$ cat config.mk
export PLATFORM = sky130hd
export DESIGN_NAME = mc_controller
export DESIGN_NICKNAME = d
export VERILOG_FILES = /design/src/rtl/mc_controller.sv
export SDC_FILE = /design/constraint.sdc
export NUM_CORES = 1
export LEC_CHECK = 0
export BUFFER_PORTS_ARGS = -buffer_cell sky130_fd_sc_hd__buf_2
export CORE_AREA = 3 3 40 42
export DETAILED_ROUTE_END_ITERATION = 8
export DIE_AREA = 0 0 43 45
export PLACE_DENSITY = 0.73
export SLEW_MARGIN = 30
export SYNTH_ARGS = -nofsm -noshare
export SYNTH_HDL_FRONTEND = slang
export SYNTH_SLANG_ARGS = --single-unit
$ cat constraint.sdc
create_clock -name clk -period 1.5 [get_ports clk]
set_input_delay 0.15 -clock clk [delete_from_list [all_inputs] [get_ports clk]]
set_output_delay 0.15 -clock clk [all_outputs]
set_load 0.1 [all_outputs]
$ cat src/rtl/mc_controller.sv
// Multicycle MIPS-style main controller: a Moore FSM that sequences fetch,
// decode, memory, ALU, branch and jump steps and drives the datapath selects.
// Optional feature macro: MC_BNE_EN adds bne support.
// The default build, with the macro undefined, treats opcode 000101 as illegal.
module mc_controller (
    input  logic       clk,
    input  logic       rst_n,
    input  logic [5:0] op,
    input  logic       memready,
    output logic       iord,
    output logic       memwrite,
    output logic       irwrite,
    output logic       pcwrite,
    output logic       branch,
    output logic       bne,
    output logic       regdst,
    output logic       memtoreg,
    output logic       regwrite,
    output logic       alusrca,
    output logic [1:0] alusrcb,
    output logic [1:0] pcsrc,
    output logic [1:0] aluop,
    output logic       illegal,
    output logic [3:0] state
);

    localparam logic [3:0] FETCH   = 4'd0;
    localparam logic [3:0] DECODE  = 4'd1;
    localparam logic [3:0] MEMADR  = 4'd2;
    localparam logic [3:0] MEMRD   = 4'd3;
    localparam logic [3:0] MEMWB   = 4'd4;
    localparam logic [3:0] MEMWR   = 4'd5;
    localparam logic [3:0] EXECUTE = 4'd6;
    localparam logic [3:0] ALUWB   = 4'd7;
    localparam logic [3:0] BRANCH  = 4'd8;
    localparam logic [3:0] ADDIEX  = 4'd9;
    localparam logic [3:0] ADDIWB  = 4'd10;
    localparam logic [3:0] JUMP    = 4'd11;

    localparam logic [5:0] OP_R    = 6'b000000;
    localparam logic [5:0] OP_LW   = 6'b100011;
    localparam logic [5:0] OP_SW   = 6'b101011;
    localparam logic [5:0] OP_BEQ  = 6'b000100;
    localparam logic [5:0] OP_ADDI = 6'b001000;
    localparam logic [5:0] OP_J    = 6'b000010;
`ifdef MC_BNE_EN
    localparam logic [5:0] OP_BNE  = 6'b000101;
`endif

    logic [3:0] state_next;
    logic       op_known;
    logic       is_bne;

    // True when the opcode has a decode path out of DECODE
    always_comb begin
        op_known = 1'b0;
        case (op)
            OP_R, OP_LW, OP_SW, OP_BEQ, OP_ADDI, OP_J: op_known = 1'b1;
`ifdef MC_BNE_EN
            OP_BNE: op_known = 1'b1;
`endif
            default: op_known = 1'b0;
        endcase
    end

    // Next-state logic; op is only looked at in DECODE and MEMADR
    always_comb begin
        state_next = FETCH;
        case (state)
            FETCH:   state_next = memready ? DECODE : FETCH;
            DECODE: begin
                case (op)
                    OP_LW, OP_SW: state_next = MEMADR;
                    OP_R:         state_next = EXECUTE;
                    OP_BEQ:       state_next = BRANCH;
                    OP_ADDI:      state_next = ADDIEX;
                    OP_J:         state_next = JUMP;
`ifdef MC_BNE_EN
                    OP_BNE:       state_next = BRANCH;
`endif
                    default:      state_next = FETCH;
                endcase
            end
            MEMADR:  state_next = (op == OP_SW) ? MEMWR : MEMRD;
            MEMRD:   state_next = memready ? MEMWB : MEMRD;
            MEMWR:   state_next = memready ? FETCH : MEMWR;
            EXECUTE: state_next = ALUWB;
            ADDIEX:  state_next = ADDIWB;
            default: state_next = FETCH;
        endcase
    end

    // State register; reset forces FETCH immediately, independent of clk
    always_ff @(posedge clk or negedge rst_n) begin
        if (!rst_n) begin
            state <= FETCH;
        end else begin
            state <= state_next;
        end
    end

`ifdef MC_BNE_EN
    logic bne_q;

    // Remember at decode whether the branch in flight is a bne
    always_ff @(posedge clk or negedge rst_n) begin
        if (!rst_n) begin
            bne_q <= 1'b0;
        end else if (state == DECODE) begin
            bne_q <= (op == OP_BNE);
        end
    end

    assign is_bne = bne_q;
`else
    assign is_bne = 1'b0;
`endif

    // Moore outputs from the registered state, plus the memready-gated fetch strobes and the decode-time illegal pulse
    always_comb begin
        iord     = 1'b0;
        memwrite = 1'b0;
        irwrite  = 1'b0;
        pcwrite  = 1'b0;
        branch   = 1'b0;
        bne      = 1'b0;
        regdst   = 1'b0;
        memtoreg = 1'b0;
        regwrite = 1'b0;
        alusrca  = 1'b0;
        alusrcb  = 2'b00;
        pcsrc    = 2'b00;
        aluop    = 2'b00;
        illegal  = 1'b0;
        case (state)
            FETCH: begin
                alusrcb = 2'b01;
                irwrite = memready;
                pcwrite = memready;
            end
            DECODE: begin
                alusrcb = 2'b11;
                illegal = ~op_known;
            end
            MEMADR: begin
                alusrca = 1'b1;
                alusrcb = 2'b10;
            end
            MEMRD: iord = 1'b1;
            MEMWB: begin
                memtoreg = 1'b1;
                regwrite = 1'b1;
            end
            MEMWR: begin
                iord     = 1'b1;
                memwrite = 1'b1;
            end
            EXECUTE: begin
                alusrca = 1'b1;
                aluop   = 2'b10;
            end
            ALUWB: begin
                regdst   = 1'b1;
                regwrite = 1'b1;
            end
            BRANCH: begin
                alusrca = 1'b1;
                aluop   = 2'b01;
                pcsrc   = 2'b01;
                branch  = ~is_bne;
                bne     = is_bne;
            end
            ADDIEX: begin
                alusrca = 1'b1;
                alusrcb = 2'b10;
            end
            ADDIWB: regwrite = 1'b1;
            JUMP: begin
                pcsrc   = 2'b10;
                pcwrite = 1'b1;
            end
            default: ;
        endcase
    end

endmodule

==> impl_metrics.sql, run 1 <==
INSERT INTO impl_metrics (metric_group, metric, value, unit) VALUES
('clock_tree', 'holdBufCountCts', '1', ''),
('synth', 'yosys.area_share.simple', '46.5', '%'),
('synth', 'syn_nets', '83', ''),
('synth', 'synth.ff_latch_count', '4', ''),
('synth', 'synth_enable_flop_cells', '0', ''),
('placed_design', 'numPlacedInstances', '122', ''),
('synth', 'syn-instance-count', '74', ''),
('synth', 'synth_cell_type_count', '32', ''),
('synth', 'synth_fa_ha_area_share', '0', '%'),
('floorplan', 'die_x', '43', 'um'),
('clock_tree', 'clock_sink_total', '4', ''),
('floorplan', 'initial_utilization', '41.3', '%'),
('synth', 'synth-seq-area-share', '18.9', '%'),
('synth', 'xor_xnor_portion_of_the_synthesized_cell_area', '4.95', '%'),
('synth', 'ys_async_sr_fraction', '100', '%'),
('placed_design', 'final_gp_congestion', '0.842', ''),
('outcome', 'run_status', 'aborted with a tool error', ''),
('synth', 'synth-warning-count', '0', ''),
('synth', 'synthFlopType', 'sky130_fd_sc_hd__dfrtp_1', ''),
('synth', 'synthesis.area', '531', 'sq um'),
('synth', 'synth-compound-area-share', '19.8', '%'),
('clock_tree', 'cts_made_buffers', '3', ''),
('floorplan', 'io_pins', '30', ''),
('synth', 'synth.area.mux_share', '0', '%'),
('floorplan', 'num_rows', '13', ''),
('clock_tree', 'max-clock-path-buffers', '2', ''),
('outcome', 'outcome.stop_stage', '4_1_cts', ''),
('clock_tree', 'root_buffer_cell', 'sky130_fd_sc_hd__clkbuf_4', ''),
('outcome', 'error_line', '[ERROR DPL-0038] Utilization greater than 100%, impossible to legalize', ''),
('clock_tree', 'cts_resized', '23', ''),
('placed_design', 'place_hpwl', '1440', 'um'),
('synth', 'postSynthAreaPerCell', '7.17', 'sq um'),
('clock_tree', 'cts-htree-levels', '1', ''),
('clock_tree', 'post_cts.repair.setup_buffers', '13', ''),
('placed_design', 'buffer_ports.inserted', '28', ''),
('floorplan', 'die-height', '45', 'um'),
('synth', 'largest_family_of_logic_cells_by_synthesized_area', 'simple AND/OR/NAND/NOR gates', '');
## synthesized netlist by cell type (2+ instances only)
| cell type | number | share of area, % |
|---|---|---|
| sky130_fd_sc_hd__a21oi_1 | 3 | 2.8 |
| sky130_fd_sc_hd__a311o_1 | 2 | 3.8 |
| sky130_fd_sc_hd__and3_1 | 4 | 4.7 |
| sky130_fd_sc_hd__buf_2 | 3 | 2.8 |
| sky130_fd_sc_hd__buf_4 | 4 | 5.7 |
| sky130_fd_sc_hd__dfrtp_1 | 4 | 19 |
| sky130_fd_sc_hd__nand2_1 | 6 | 4.2 |
| sky130_fd_sc_hd__nand2b_1 | 3 | 3.5 |
| sky130_fd_sc_hd__nand3_1 | 3 | 2.8 |
| sky130_fd_sc_hd__nor2_1 | 10 | 7.1 |
| sky130_fd_sc_hd__nor3_1 | 5 | 4.7 |
| sky130_fd_sc_hd__nor4_1 | 2 | 2.4 |
| sky130_fd_sc_hd__o211ai_1 | 3 | 4.2 |
| sky130_fd_sc_hd__o21ai_0 | 2 | 1.9 |
| sky130_fd_sc_hd__xor2_1 | 3 | 5.0 |
## through the flow
step                util, %  hold WS [ps]  cell area (sq um)  worst slack (ps)
detailed placement     87.0         -43.7               1120              13.0
floorplan                 -          -146                701              -828
global placement       87.0         -46.3               1120              47.5
## cell families after synthesis
logic type | Yosys count
XOR/XNOR | 3
other | 1
buffers and inverters | 8
flip-flops | 4
AND/OR/NAND/NOR | 43
AO/OA/AOI/OAI | 15
==> inputs of run 2 (changes only) <==
--- a/config.mk
+++ b/config.mk
@@ -6,10 +6,10 @@
 export NUM_CORES = 1
 export LEC_CHECK = 0
 export BUFFER_PORTS_ARGS = -buffer_cell sky130_fd_sc_hd__buf_2
-export CORE_AREA = 3 3 40 42
+export CORE_AREA = 3 3 64 66
 export DETAILED_ROUTE_END_ITERATION = 8
-export DIE_AREA = 0 0 43 45
-export PLACE_DENSITY = 0.73
+export DIE_AREA = 0 0 67 69
+export PLACE_DENSITY_LB_ADDON = 0.15
 export SLEW_MARGIN = 30
 export SYNTH_ARGS = -nofsm -noshare
 export SYNTH_HDL_FRONTEND = slang
==> impl_metrics.sql, run 2 <==
INSERT INTO impl_metrics (metric_group, metric, value, unit) VALUES
('outcome', 'failed_checks', 'negative setup slack', ''),
('layout', 'largest_register_ff_count', '4', ''),
('layout', 'register_name_with_the_most_flops', 'state', ''),
('floorplan', 'die_x', '67', 'um'),
('routing', 'wl_per_cell', '12.1', 'um'),
('sta', 'finalMaxSlewViolations', '0', ''),
('global_route', 'global_route.peak_usage_layer', 'met2', ''),
('clock_tree', 'clock_insertion_delay_worst_skew', '220', 'ps'),
('layout', 'flow.area_growth_from_synthesis', '182', '%'),
('layout', 'post_route_cells_drive_above_1_share', '72.9', '%'),
('routing', 'final_antenna_net_count', '0', ''),
('clock_tree', 'clock_transition_at_the_registers_of_the_reported_paths', '30', 'ps'),
('worst_setup_path', 'arrival_time_reported_for_the_critical_path_endpoint', '1460', 'ps'),
('floorplan', 'coreArea', '3630', 'sq um'),
('routing', 'drt-total-wl', '2140', 'um'),
('global_route', 'grt_remaining_overflow', '0', ''),
('sta', 'hold_ws', '264', 'ps'),
('sta', 'final_period_minus_worst_setup_slack', '1610', 'ps'),
('placed_design', 'post_place_worst_slack', '75.8', 'ps'),
('synth', 'synth.ff_latch_count', '4', ''),
('global_route', 'grt_use_met3', '0.163', '%'),
('clock_tree', 'root_buffer_cell', 'sky130_fd_sc_hd__clkbuf_8', ''),
('outcome', 'run_status', 'finished with violations', ''),
('sta', 'fmaxAchievable', '622', 'MHz'),
('sta', 'grt_setup_unrepaired', 'yes', ''),
('worst_setup_path', 'setup.worst_path.start_class', 'register', ''),
('synth', 'synthFlopType', 'sky130_fd_sc_hd__dfrtp_1', ''),
('worst_setup_path', 'cp_max_fo', '6', ''),
('worst_setup_path', 'worst_reg2reg_startpoint', 'state[2]$_DFF_PN0_', ''),
('layout', 'layout_top_registers', 'state (4)', ''),
('worst_setup_path', 'crit_type', 'register to output pin', ''),
('placed_design', 'buffer_ports.inserted', '28', ''),
('synth', 'synth-warning-count', '0', ''),
('layout', 'num-nets-final', '140', ''),
('synth', 'synth_enable_flop_cells', '0', ''),
('routing', 'drt_iter0_markers', '7', ''),
('global_route', 'routing_usage_on_met1', '11.1', '%'),
('placed_design', 'placed_area', '1190', 'sq um'),
('routing', 'avgViaCountPerCell', '4.42', ''),
('sta', 'worst_clock_skew', '0.264', 'ps'),
('clock_tree', 'cts-htree-levels', '1', ''),
('clock_tree', 'clock_sink_total', '4', ''),
('layout', 'final_area', '1500', 'sq um'),
('sta', 'finalCritPeriodShare', '107', '%'),
('run', 'maxCapViolCount', '0', ''),
('synth', 'synthMostInstantiatedCell', 'sky130_fd_sc_hd__nor2_1', ''),
('floorplan', 'initial_utilization', '14.6', '%'),
('synth', 'synth_cell_type_count', '32', ''),
('layout', 'most-common-layout-cells', 'sky130_fd_sc_hd__buf_12, sky130_fd_sc_hd__buf_4, sky130_fd_sc_hd__buf_2, sky130_fd_sc_hd__buf_6, sky130_fd_sc_hd__nor2_4', ''),
('routing', 'remaining_drc_errors', '0', ''),
('sta', 'setup_ws', '-108', 'ps'),
('floorplan', 'io_pins', '30', ''),
('global_route', 'grtUsageMet2', '15.8', '%'),
('placed_design', 'final_gp_congestion', '0.728', ''),
('synth', 'postSynthAreaPerCell', '7.17', 'sq um'),
('synth', 'yosys-top-cells-count', 'sky130_fd_sc_hd__nor2_1, sky130_fd_sc_hd__nand2_1, sky130_fd_sc_hd__nor3_1', ''),
('worst_setup_path', 'timing.critical_path.to_type', 'output pin', ''),
('routing', 'drt_pass1_iterations', '3', ''),
('floorplan', 'die-height', '69', 'um'),
('worst_setup_path', 'required_time_of_the_worst_setup_path', '1350', 'ps'),
('power_and_ir_drop', 'static-leakage-power', '0.000611', 'uW'),
('placed_design', 'place_hpwl', '1600', 'um'),
('synth', 'synthesis.area', '531', 'sq um'),
('clock_tree', 'cts_made_buffers', '3', ''),
('routing', 'detailroute.via_count', '783', ''),
('synth', 'synth.top_cells.by_area', 'sky130_fd_sc_hd__dfrtp_1, sky130_fd_sc_hd__nor2_1, sky130_fd_sc_hd__buf_4', ''),
('global_route', 'global_route_wire_length_before_repair', '3350', 'um'),
('hold_path', 'hold_class', 'input port to async pin', ''),
('global_route', 'antenna_found_initial', '0', ''),
('global_route', 'grt_start_max_net_pins', '12', ''),
('synth', 'synth-seq-area-share', '18.9', '%'),
('synth', 'top_cell_type_by_total_area_after_synthesis', 'sky130_fd_sc_hd__dfrtp_1', ''),
('floorplan', 'dieArea', '4620', 'sq um'),
('layout', 'antenna_cells_inserted', '0', ''),
('power_and_ir_drop', 'vdd_ir_drop_max', '1.17', 'mV'),
('power_and_ir_drop', 'powerDensity', '2040', 'nW/um^2'),
('clock_tree', 'max-clock-path-buffers', '2', ''),
('floorplan', 'num_rows', '22', ''),
('global_route', 'grt_pass1_vias', '744', ''),
('worst_setup_path', 'cp-startpoint', 'state[1]$_DFF_PN0_', ''),
('global_route', 'grt_util_all_layers', '8.90', '%'),
('synth', 'synth.top_cell.area_share', '18.9', '%'),
('sta', 'final-setup-viol-count', '15', ''),
('power_and_ir_drop', 'fin_total_pwr', '3050', 'uW'),
('synth', 'ys_async_sr_fraction', '100', '%'),
('clock_tree', 'tritoncts', 'yes', ''),
('synth', 'syn-instance-count', '74', ''),
('sta', 'tns', '-1160', 'ps'),
('sta', 'final-hold-violation-count', '0', ''),
('synth', 'syn_nets', '83', '');
==> run 2: cell counts after synthesis <==
Identical to the previous run, type by type.
==> run 2: cell type report <==
type	count	area, sq um
fill	358	2140
timing repair buffer	59	691
multi-input combinational	62	584
sequential	4	115
tap	48	60.1
clock buffer	3	41.3
inverter	1	3.75
==> run 2: metrics by stage <==
stage / utilization (%) / std cells
after floorplan: - / 74
after global placement: 32.7 / 157
after detailed placement: 32.7 / 157
after CTS: 37.4 / 168
after global routing: 41.2 / 177
final: 41.2 / 177
==> run 2: final timing paths <==
kind | depth (start not counted) | slack (ps) | endpoint
worst max-delay path | 6 | -110 | alusrca
worst min-delay path | 2 | 260 | state[1]$_DFF_PN0_
worst max register to register | 4 | 50 | state[1]$_DFF_PN0_
worst min register to register | 2 | 670 | state[0]$_DFF_PN0_
max in group asynchronous | 2 | 1110 | state[3]$_DFF_PN0_
min in group clk | 4 | 270 | state[0]$_DFF_PN0_
==> run 2: cells by family after synthesis <==
logic type                share of synthesized area [%]
xor gates and xnor gates                           4.95
other                                             0.707
and+or+nand+nor                                    46.5
buffers and inverters                              9.20
AOI/OAI and AO/OA                                  19.8
DFF                                                18.9
==> run 2: what timing repair did <==
| item | CTS | global route |
|---|---|---|
| endpoints found under the hold margin | 4 | 0 |
| setup buffers | 7 | 9 |
| setup endpoints to repair | 16 | 18 |
| gates resized for setup | 14 | 20 |
| pin swaps | 3 | 12 |
| hold buffers | 1 | 0 |
==> run 2: critical path, stage by stage (launching register included) <==
cell	delay [ps]
sky130_fd_sc_hd__dfrtp_4	520
sky130_fd_sc_hd__buf_8	160
sky130_fd_sc_hd__nand2b_4	90
sky130_fd_sc_hd__nand2b_4	150
sky130_fd_sc_hd__buf_6	110
sky130_fd_sc_hd__nand2_8	40
sky130_fd_sc_hd__buf_12	160
==> run 2: layer usage <==
metal | part of all wire [%] | vias up | wire [um]
met2 | 55 | 21 | 1190
met1 | 40 | 378 | 849
met5 | 0 | - | 0
li1 | - | 381 | -
met4 | 1.1 | 0 | 23
met3 | 3.8 | 3 | 82
==> run 2: report_power, final <==
group / internal (uW) / total, uW / switching (uW) / leakage [uW]
Sequential: 156 / 223 / 67.4 / 0.0000465
Clock: 171 / 225 / 54.1 / 0.0000216
Combinational: 1060 / 2600 / 1550 / 0.000543
Note: power is estimated with default switching activity, not from simulation.
